$ cat config.mk
export PLATFORM = sky130hd
export DESIGN_NAME = fifo_pkt_tx
export DESIGN_NICKNAME = d
export VERILOG_FILES = /design/src/rtl/fifo_pkt_tx.sv
export SDC_FILE = /design/constraint.sdc
export NUM_CORES = 1
export LEC_CHECK = 0
export CAP_MARGIN = 5
export CELL_PAD_IN_SITES_DETAIL_PLACEMENT = 0
export CELL_PAD_IN_SITES_GLOBAL_PLACEMENT = 1
export CORE_MARGIN = 2
export CORE_UTILIZATION = 32
export DETAILED_ROUTE_END_ITERATION = 7
export PLACE_DENSITY_LB_ADDON = 0.1
export SYNTH_ARGS = -nofsm -noshare
export SYNTH_HDL_FRONTEND = slang
export SYNTH_SLANG_ARGS = --single-unit
$ cat constraint.sdc
create_clock -name i_clk -period 1.6 [get_ports i_clk]
set_clock_uncertainty 0.05 [all_clocks]
set_input_delay 0.24 -clock i_clk [delete_from_list [all_inputs] [get_ports i_clk]]
set_output_delay 0.24 -clock i_clk [all_outputs]
set_load 0.05 [all_outputs]
$ cat src/rtl/fifo_pkt_tx.sv
// Packetiser: drains a show-ahead FIFO into HEAD/BODY/TAIL flits through a single output register.
// Optional idle-timeout start condition is enabled with `define PKT_TX_TIMEOUT_EN.
module fifo_pkt_tx #(
  parameter int BW      = 8,
  parameter int LGFLEN  = 4,
  parameter int PKT_LEN = 4,
  parameter int TIMEOUT = 16
) (
  input  logic              i_clk,
  input  logic              i_rst_n,
  input  logic [BW-1:0]     i_data,
  input  logic              i_empty,
  input  logic [LGFLEN:0]   i_fill,
  output logic              o_rd,
  input  logic [3:0]        i_dest,
  output logic [BW+1:0]     o_flit,
  output logic              o_flit_valid,
  input  logic              i_flit_ready,
  output logic              o_busy,
  output logic [7:0]        o_pkt_cnt,
  output logic              o_dbg_state
);

  // Handshake: a flit transfers on any rising edge where o_flit_valid=1 and
  // i_flit_ready=1; the output register may only load when it is empty or
  // transferring, so a stalled flit never changes.
  typedef enum logic {IDLE = 1'b0, BODY = 1'b1} state_t;

  localparam logic [1:0] T_HEAD = 2'b01;
  localparam logic [1:0] T_BODY = 2'b00;
  localparam logic [1:0] T_TAIL = 2'b10;

  state_t          state_q, state_d;
  logic [3:0]      rem_q, rem_d;
  logic [BW+1:0]   flit_q, flit_d;
  logic            flit_valid_q, flit_valid_d;
  logic [7:0]      pkt_cnt_q, pkt_cnt_d;

  logic            reg_free;
  logic            start;
  logic            head_load;
  logic [31:0]     fill_w;
  logic [3:0]      len;
  logic [BW-1:0]   hdr;

  assign reg_free  = !flit_valid_q || i_flit_ready;
  assign fill_w    = 32'(i_fill);
  assign len       = (fill_w >= 32'(PKT_LEN)) ? 4'(PKT_LEN) : 4'(i_fill);
  assign head_load = (state_q == IDLE) && reg_free && start;

  always_comb begin
    hdr      = '0;
    hdr[7:0] = {i_dest, len};
  end

`ifdef PKT_TX_TIMEOUT_EN
  logic [7:0] idle_cnt_q, idle_cnt_d;

  assign start = (fill_w >= 32'(PKT_LEN)) ||
                 (!i_empty && (idle_cnt_q >= 8'(TIMEOUT)));

  // Counts idle cycles spent holding a short packet; saturates so a late burst still waits at most TIMEOUT.
  always_comb begin
    idle_cnt_d = idle_cnt_q;
    if (i_empty || head_load) begin
      idle_cnt_d = '0;
    end else if ((state_q == IDLE) && (fill_w > 32'd0) && (fill_w < 32'(PKT_LEN)) &&
                 (idle_cnt_q < 8'(TIMEOUT))) begin
      idle_cnt_d = idle_cnt_q + 8'd1;
    end
  end

  always_ff @(posedge i_clk or negedge i_rst_n) begin
    if (!i_rst_n) idle_cnt_q <= '0;
    else          idle_cnt_q <= idle_cnt_d;
  end
`else
  assign start = !i_empty;
`endif

  always_comb begin
    state_d      = state_q;
    rem_d        = rem_q;
    flit_d       = flit_q;
    flit_valid_d = flit_valid_q;
    o_rd         = 1'b0;
    if (reg_free) flit_valid_d = 1'b0;
    case (state_q)
      IDLE: begin
        if (head_load) begin
          flit_d       = {T_HEAD, hdr};
          flit_valid_d = 1'b1;
          rem_d        = len;
          state_d      = BODY;
        end
      end
      BODY: begin
        if (reg_free) begin
          o_rd         = 1'b1;
          flit_valid_d = 1'b1;
          flit_d       = {(rem_q == 4'd1) ? T_TAIL : T_BODY, i_data};
          rem_d        = rem_q - 4'd1;
          if (rem_q == 4'd1) state_d = IDLE;
        end
      end
      default: state_d = IDLE;
    endcase
  end

  always_comb begin
    pkt_cnt_d = pkt_cnt_q;
    if (flit_valid_q && i_flit_ready && (flit_q[BW+1:BW] == T_TAIL))
      pkt_cnt_d = pkt_cnt_q + 8'd1;
  end

  always_ff @(posedge i_clk or negedge i_rst_n) begin
    if (!i_rst_n) begin
      state_q      <= IDLE;
      rem_q        <= '0;
      flit_q       <= '0;
      flit_valid_q <= 1'b0;
      pkt_cnt_q    <= '0;
    end else begin
      state_q      <= state_d;
      rem_q        <= rem_d;
      flit_q       <= flit_d;
      flit_valid_q <= flit_valid_d;
      pkt_cnt_q    <= pkt_cnt_d;
    end
  end

  assign o_flit       = flit_q;
  assign o_flit_valid = flit_valid_q;
  assign o_busy       = (state_q == BODY);
  assign o_pkt_cnt    = pkt_cnt_q;
  assign o_dbg_state  = state_q;

endmodule
==> flow_summary.yaml, run 1 <==
run_status:
  status: "finished, final reports clean"
worst_setup_path:
  critical_path_class: "input pin to output port"
  cp_max_fo: 4
  end_kind: "output port"
  critPathRequiredTime_ns: 1.31
  cp.arrival_ns: 1.24
  critical_path.startpoint_type: "input pin"
route:
  vias: 1000
  vias_per_cell: 4.74
  ant_nets: 0
  drcViolationCount: 0
  drt_wl_total_mm: 2.74
  post_drt_wl_per_cell_um: 13.0
  first_iter_violations: 30
  dr.pass1.iters: 5
yosys:
  synth-seq-cells: 24
  synth_area_leaders: "dfrtp_1 52%, xor2_1 4.5%, a21oi_1 3.4%, mux2i_1 3.4%, ha_1 3.2%"
  ys_warn_count: 0
  synth_seq_area_share_pct: 51.6
  synth_top_area_share_pct: 51.6
  syn_inst: 112
  yosys.area.top_type: "dfrtp_1"
  synth_cell_type_count: 30
  synth_nets: 136
  synth_top_flop_cell: "dfrtp_1"
  synth_edf_count: 0
  avgSynthCellArea_sq_um: 10.4
  postSynth.asyncResetShare_pct: 100
  synth_area_sq_um: 1160
die:
  die-area_sq_um: 4140
  start_util_pct: 34.1
  fp.coreArea_sq_um: 3420
  die_h_um: 64.3
  ios: 43
  die_w_um: 64.3
  rows: 21
sta:
  timing.hold.ws_ns: 0.222
  fin_crit_ns: 1.53
  fin_crit_sh_pct: 95.4
  fmax_ghz: 0.655
  relSlewSlack_pct: 71.4
  setup_viol: 0
  worst_pin_slew_ns: 0.428
  rsz0062_at_grt: "no"
  slew_viol_final: 0
  hold_violations: 0
grt:
  grt_max_degree: 25
  antenna_found_initial: 0
  track_usage_pct: 14.8
  grt_pass1_wl_mm: 4.83
  grt_pass1_vias: 1023
  overflow: 0
placement:
  dp_hpwl_mm: 2.06
  portBuffers: 42
  place.gp.congestion: 0.748
power_and_ir_drop:
  p_total_w: 0.00319
  powerDensity_nw_per_um2: 1770
  p_leak_nw: 0.834
  peakVddDrop_mv: 0.902
finish:
  insertedDiodeCount: 0
  layout_common_cells: "26 x buf_4, 22 x dfrtp_1, 20 x clkdlybuf4s50_1"
  area_delta_synth_final_pct: 54.2
  layout_commonest_cell: "buf_4"
  final_nets: 190
  drive_gt1_share_pct: 29.1
clock_network:
  path_clk_slew_ns: 0.13
  cts_buffer_depth: 2
  tritoncts: "done"
  cts.sinks: 24
  cts_max_level: 1
  cts_hold_buf: 0
  cts_root_buf: "clkbuf_4"
  numCtsBuffers: 3
  clock_latency_ns: 0.31
hold_path:
  holdCritPathClass: "input pin to async pin"
job:
  cap_violations: 0
## report_power, final
| group | switching, W | internal [W] | leakage, nW |
|---|---|---|---|
| clock | 0.000176 | 0.000139 | 0.0210 |
| combinational | 0.00108 | 0.000792 | 0.517 |
| sequential | 0.000189 | 0.000809 | 0.296 |
## cells in the mapped netlist (2+ instances only)
library cell	n
nor4_2	2
nor3_1	4
nor2_1	5
ha_1	3
mux2i_1	4
nand3_1	6
dfrtp_1	24
o21ai_1	4
nor2b_1	3
xnor2_1	2
o21ai_0	7
o21a_1	2
inv_1	4
xor2_1	6
nand2_1	10
buf_2	3
a21oi_1	8
nand2b_1	2
a31oi_1	2
## through the flow
step           area [sq um]  cells  utilization [%]  setup slack [ns]  TNS, ns
2_1_floorplan          1170    112                -            0.0162        0
3_3_place_gp           1740    206             51.0           -0.0273  -0.0320
3_5_place_dp           1740    206             51.0           -0.0555  -0.0862
4_1_cts                1800    211             52.6            0.0615        0
5_1_grt                1800    211             52.6            0.0244        0
6_report               1800    211             52.6            0.0729        0
## final timing paths
| check | start | endpoint | slack, ns | cells after the start |
|---|---|---|---|---|
| hold / removal | i_rst_n | o_flit[5] | 0.22 | 2 |
| min in group i_clk | o_pkt_cnt[7] | o_pkt_cnt[7] | 0.43 | 1 |
| hold reg to reg | o_pkt_cnt[7] | o_pkt_cnt[7] | 0.43 | 1 |
| max in group asynchronous | i_rst_n | o_busy | 1.02 | 2 |
| setup / recovery | i_flit_ready | o_rd | 0.07 | 5 |
| setup reg to reg | o_flit_valid | rem_q[2] | 0.20 | 3 |
## worst max-delay path: stages
cell and delay [ns]:
clkdlybuf4s50_1 0.47, nand2b_4 0.18, nand2_2 0.09, clkinvlp_4 0.10, buf_12 0.15
## state kept, by name, summed over array words and instances, names as in the netlist
register	flops
o_pkt_cnt	8
o_busy	1
o_flit_valid	1
rem_q	4
o_flit	10
## routing by layer
layer	routed length, um	global-route usage, %	vias to the layer above
met5	0	0	-
met4	22	4.79	0
met3	196	2.64	2
met2	1260	23.8	34
met1	1260	20.2	465
li1	-	-	499
## layout make-up
cell class / count / area, sq um
sequential: 24 / 603
fill: 330 / 1620
inverter: 4 / 18.8
clock buffer: 4 / 36.3
timing repair buffer: 54 / 556
multi-input combinational: 79 / 526
tap: 46 / 57.6
## kinds of logic after synthesis
| group | after synthesis | synth area share [%] |
|---|---|---|
| adder cells (fa/ha/maj) | 3 | 3.22 |
| buffers and inverters | 9 | 4.19 |
| XOR/XNOR | 8 | 6.02 |
| AO/OA/AOI/OAI | 27 | 13.5 |
| flip-flops | 24 | 51.6 |
| multiplexers | 5 | 4.40 |
| AND/OR/NAND/NOR | 36 | 17.1 |
## what timing repair did
action	CTS	global route
setup endpoints to repair	1	0
setup buffers	1	0
hold endpoints to repair	0	0
resized for setup	2	0
(Power assumes the default switching activity.)
==> run 2: changes to the inputs <==
--- a/constraint.sdc
+++ b/constraint.sdc
@@ -4,2 +4,2 @@
 set_output_delay 0.24 -clock i_clk [all_outputs]
-set_load 0.05 [all_outputs]
+set_load 0.1 [all_outputs]
==> flow_summary.yaml, run 2 (synthesis results as in run 1) <==
worst_setup_path:
  critical_path.startpoint_type: "flip-flop"
  r2r_end: "o_flit[2]"
  critical_path_class: "flip-flop to output port"
  crit_family: "flip-flops"
  crit_chain: "nand2b_4, nand2_4, clkinvlp_4, buf_12"
  critPathRequiredTime_ns: 1.31
  reg2reg_slack_ns: 0.07
  cp.arrival_ns: 1.25
  regToRegStartpoint: "o_flit_valid"
  timing.critical_path.buf_inv: 2
  cp_max_fo: 4
  reg2reg_depth: 4
  end_kind: "output port"
  slowest_delay_ns: 0.53
  crit_slowest_cell: "dfrtp_4"
power_and_ir_drop:
  combPwrFrac_pct: 66.4
  p_clk_share_pct: 7.7
  peakVddDrop_mv: 1.07
  p_sw_share_pct: 51.9
  p_leak_nw: 0.903
  p_switching_w: 0.00221
  internal_power_w: 0.00205
  seqPwrFrac_pct: 25.9
  powerDensity_nw_per_um2: 2110
  p_total_w: 0.00425
clock_network:
  cts_hold_buf: 0
  cts.sinks: 24
  cts_buffer_depth: 2
  path_clk_slew_ns: 0.14
  cts_max_level: 1
  clock_latency_ns: 0.32
  tritoncts: "done"
  cts_root_buf: "clkbuf_4"
  numCtsBuffers: 3
sta:
  setup_viol: 0
  relSlewSlack_pct: 78.9
  fmax_ghz: 0.649
  slew_viol_final: 0
  hold_violations: 0
  rsz0062_at_grt: "no"
  timing.hold.ws_ns: 0.216
  fin_crit_sh_pct: 96.3
  fin_ws_ns: 0.0599
  fin_crit_ns: 1.54
  worst_pin_slew_ns: 0.317
die:
  start_util_pct: 34.1
  die_w_um: 64.3
  ios: 43
  die-area_sq_um: 4140
  fp.coreArea_sq_um: 3420
  rows: 21
  die_h_um: 64.3
job:
  cap_violations: 0
route:
  first_iter_violations: 58
  drcViolationCount: 0
  vias: 1049
  ant_nets: 0
  dr.pass1.iters: 4
  drt_wl_total_mm: 2.85
  post_drt_wl_per_cell_um: 13.4
  vias_per_cell: 4.92
hold_path:
  holdCritPathClass: "input pin to async pin"
finish:
  area_delta_synth_final_pct: 73.1
  largest_reg_flops: 10
  register_area_sq_um: 617
  layout_common_cells: "22 x buf_12, 19 x clkdlybuf4s50_1, 15 x dfrtp_1"
  layout_commonest_cell: "buf_12"
  multiInputGateArea_sq_um: 539
  drive_gt1_share_pct: 34.1
  insertedDiodeCount: 0
  final_util_pct: 59.0
  final_nets: 192
  n_fill_cell: 298
grt:
  antenna_found_initial: 0
  track_usage_pct: 14.5
  grt_pass1_wl_mm: 4.75
  grt_max_degree: 25
  grt_pass1_vias: 1029
  overflow: 0
placement:
  portBuffers: 42
  dp_hpwl_mm: 2.11
  post-place-ws_ns: -0.134
  place.gp.congestion: 0.726
run_status:
  status: "finished, final reports clean"
## run 2: cell types whose count changed in the layout (fill, tap and decap cells not counted), moves of 2 or more
cell,previous run,this run
dfrtp_1,22,15
dfrtp_2,2,7
dfrtp_4,0,2
buf_4,26,14
buf_12,8,22
## run 2: worst max-delay path by stage
stage	cells past startpoint	endpoint	startpoint	slack (ns)
floorplan	4	o_rd	o_busy	-0.09
global route	4	o_flit[2]	o_flit_valid	0.004
global placement	5	o_flit[2]	i_flit_ready	-0.13
CTS	2	o_dbg_state	o_busy	0.0008
finish	4	o_rd	o_flit_valid	0.06
detailed placement	5	o_flit[2]	i_flit_ready	-0.13
## run 2: timing repair
item / CTS / global route
cloned: 0 / 0
gates resized for setup: 2 / 1
endpoints found under the setup margin: 1 / 4
setup buffers: 1 / 4
## run 2: final cells by class
cell class,count,share of cell area (%)
well taps,46,2.85
clock buffers,4,1.80
flip-flops and latches,24,30.6
inverters,4,0.931
multi-input cells,79,26.7
repair buffers,56,37.1
## run 2: layer usage
layer  GRT usage [%]  routed length, um
met5               0                  0
met4            4.79                 16
met3            1.94                160
met2            23.3               1350
met1            20.2               1320
## run 2: through the flow
| stage | instance area [sq um] | cells | TNS [ns] |
|---|---|---|---|
| final | 2020 | 213 | 0 |
| after global routing | 2020 | 213 | 0 |
| after CTS | 1980 | 209 | 0 |
| after detailed placement | 1940 | 205 | -0.575 |
| after global placement | 1940 | 205 | -0.532 |
| after floorplan | 1210 | 112 | -0.0887 |
## run 2: power groups by stage
stage	sequential (W)	clock, W	combinational, W
2_1_floorplan	0.00209	0	0.000772
3_3_place_gp	0.00113	0	0.00275
3_5_place_dp	0.00113	0	0.00277
4_1_cts	0.00113	0.000340	0.00277
5_1_grt	0.00114	0.000366	0.00294
6_report	0.00110	0.000328	0.00282
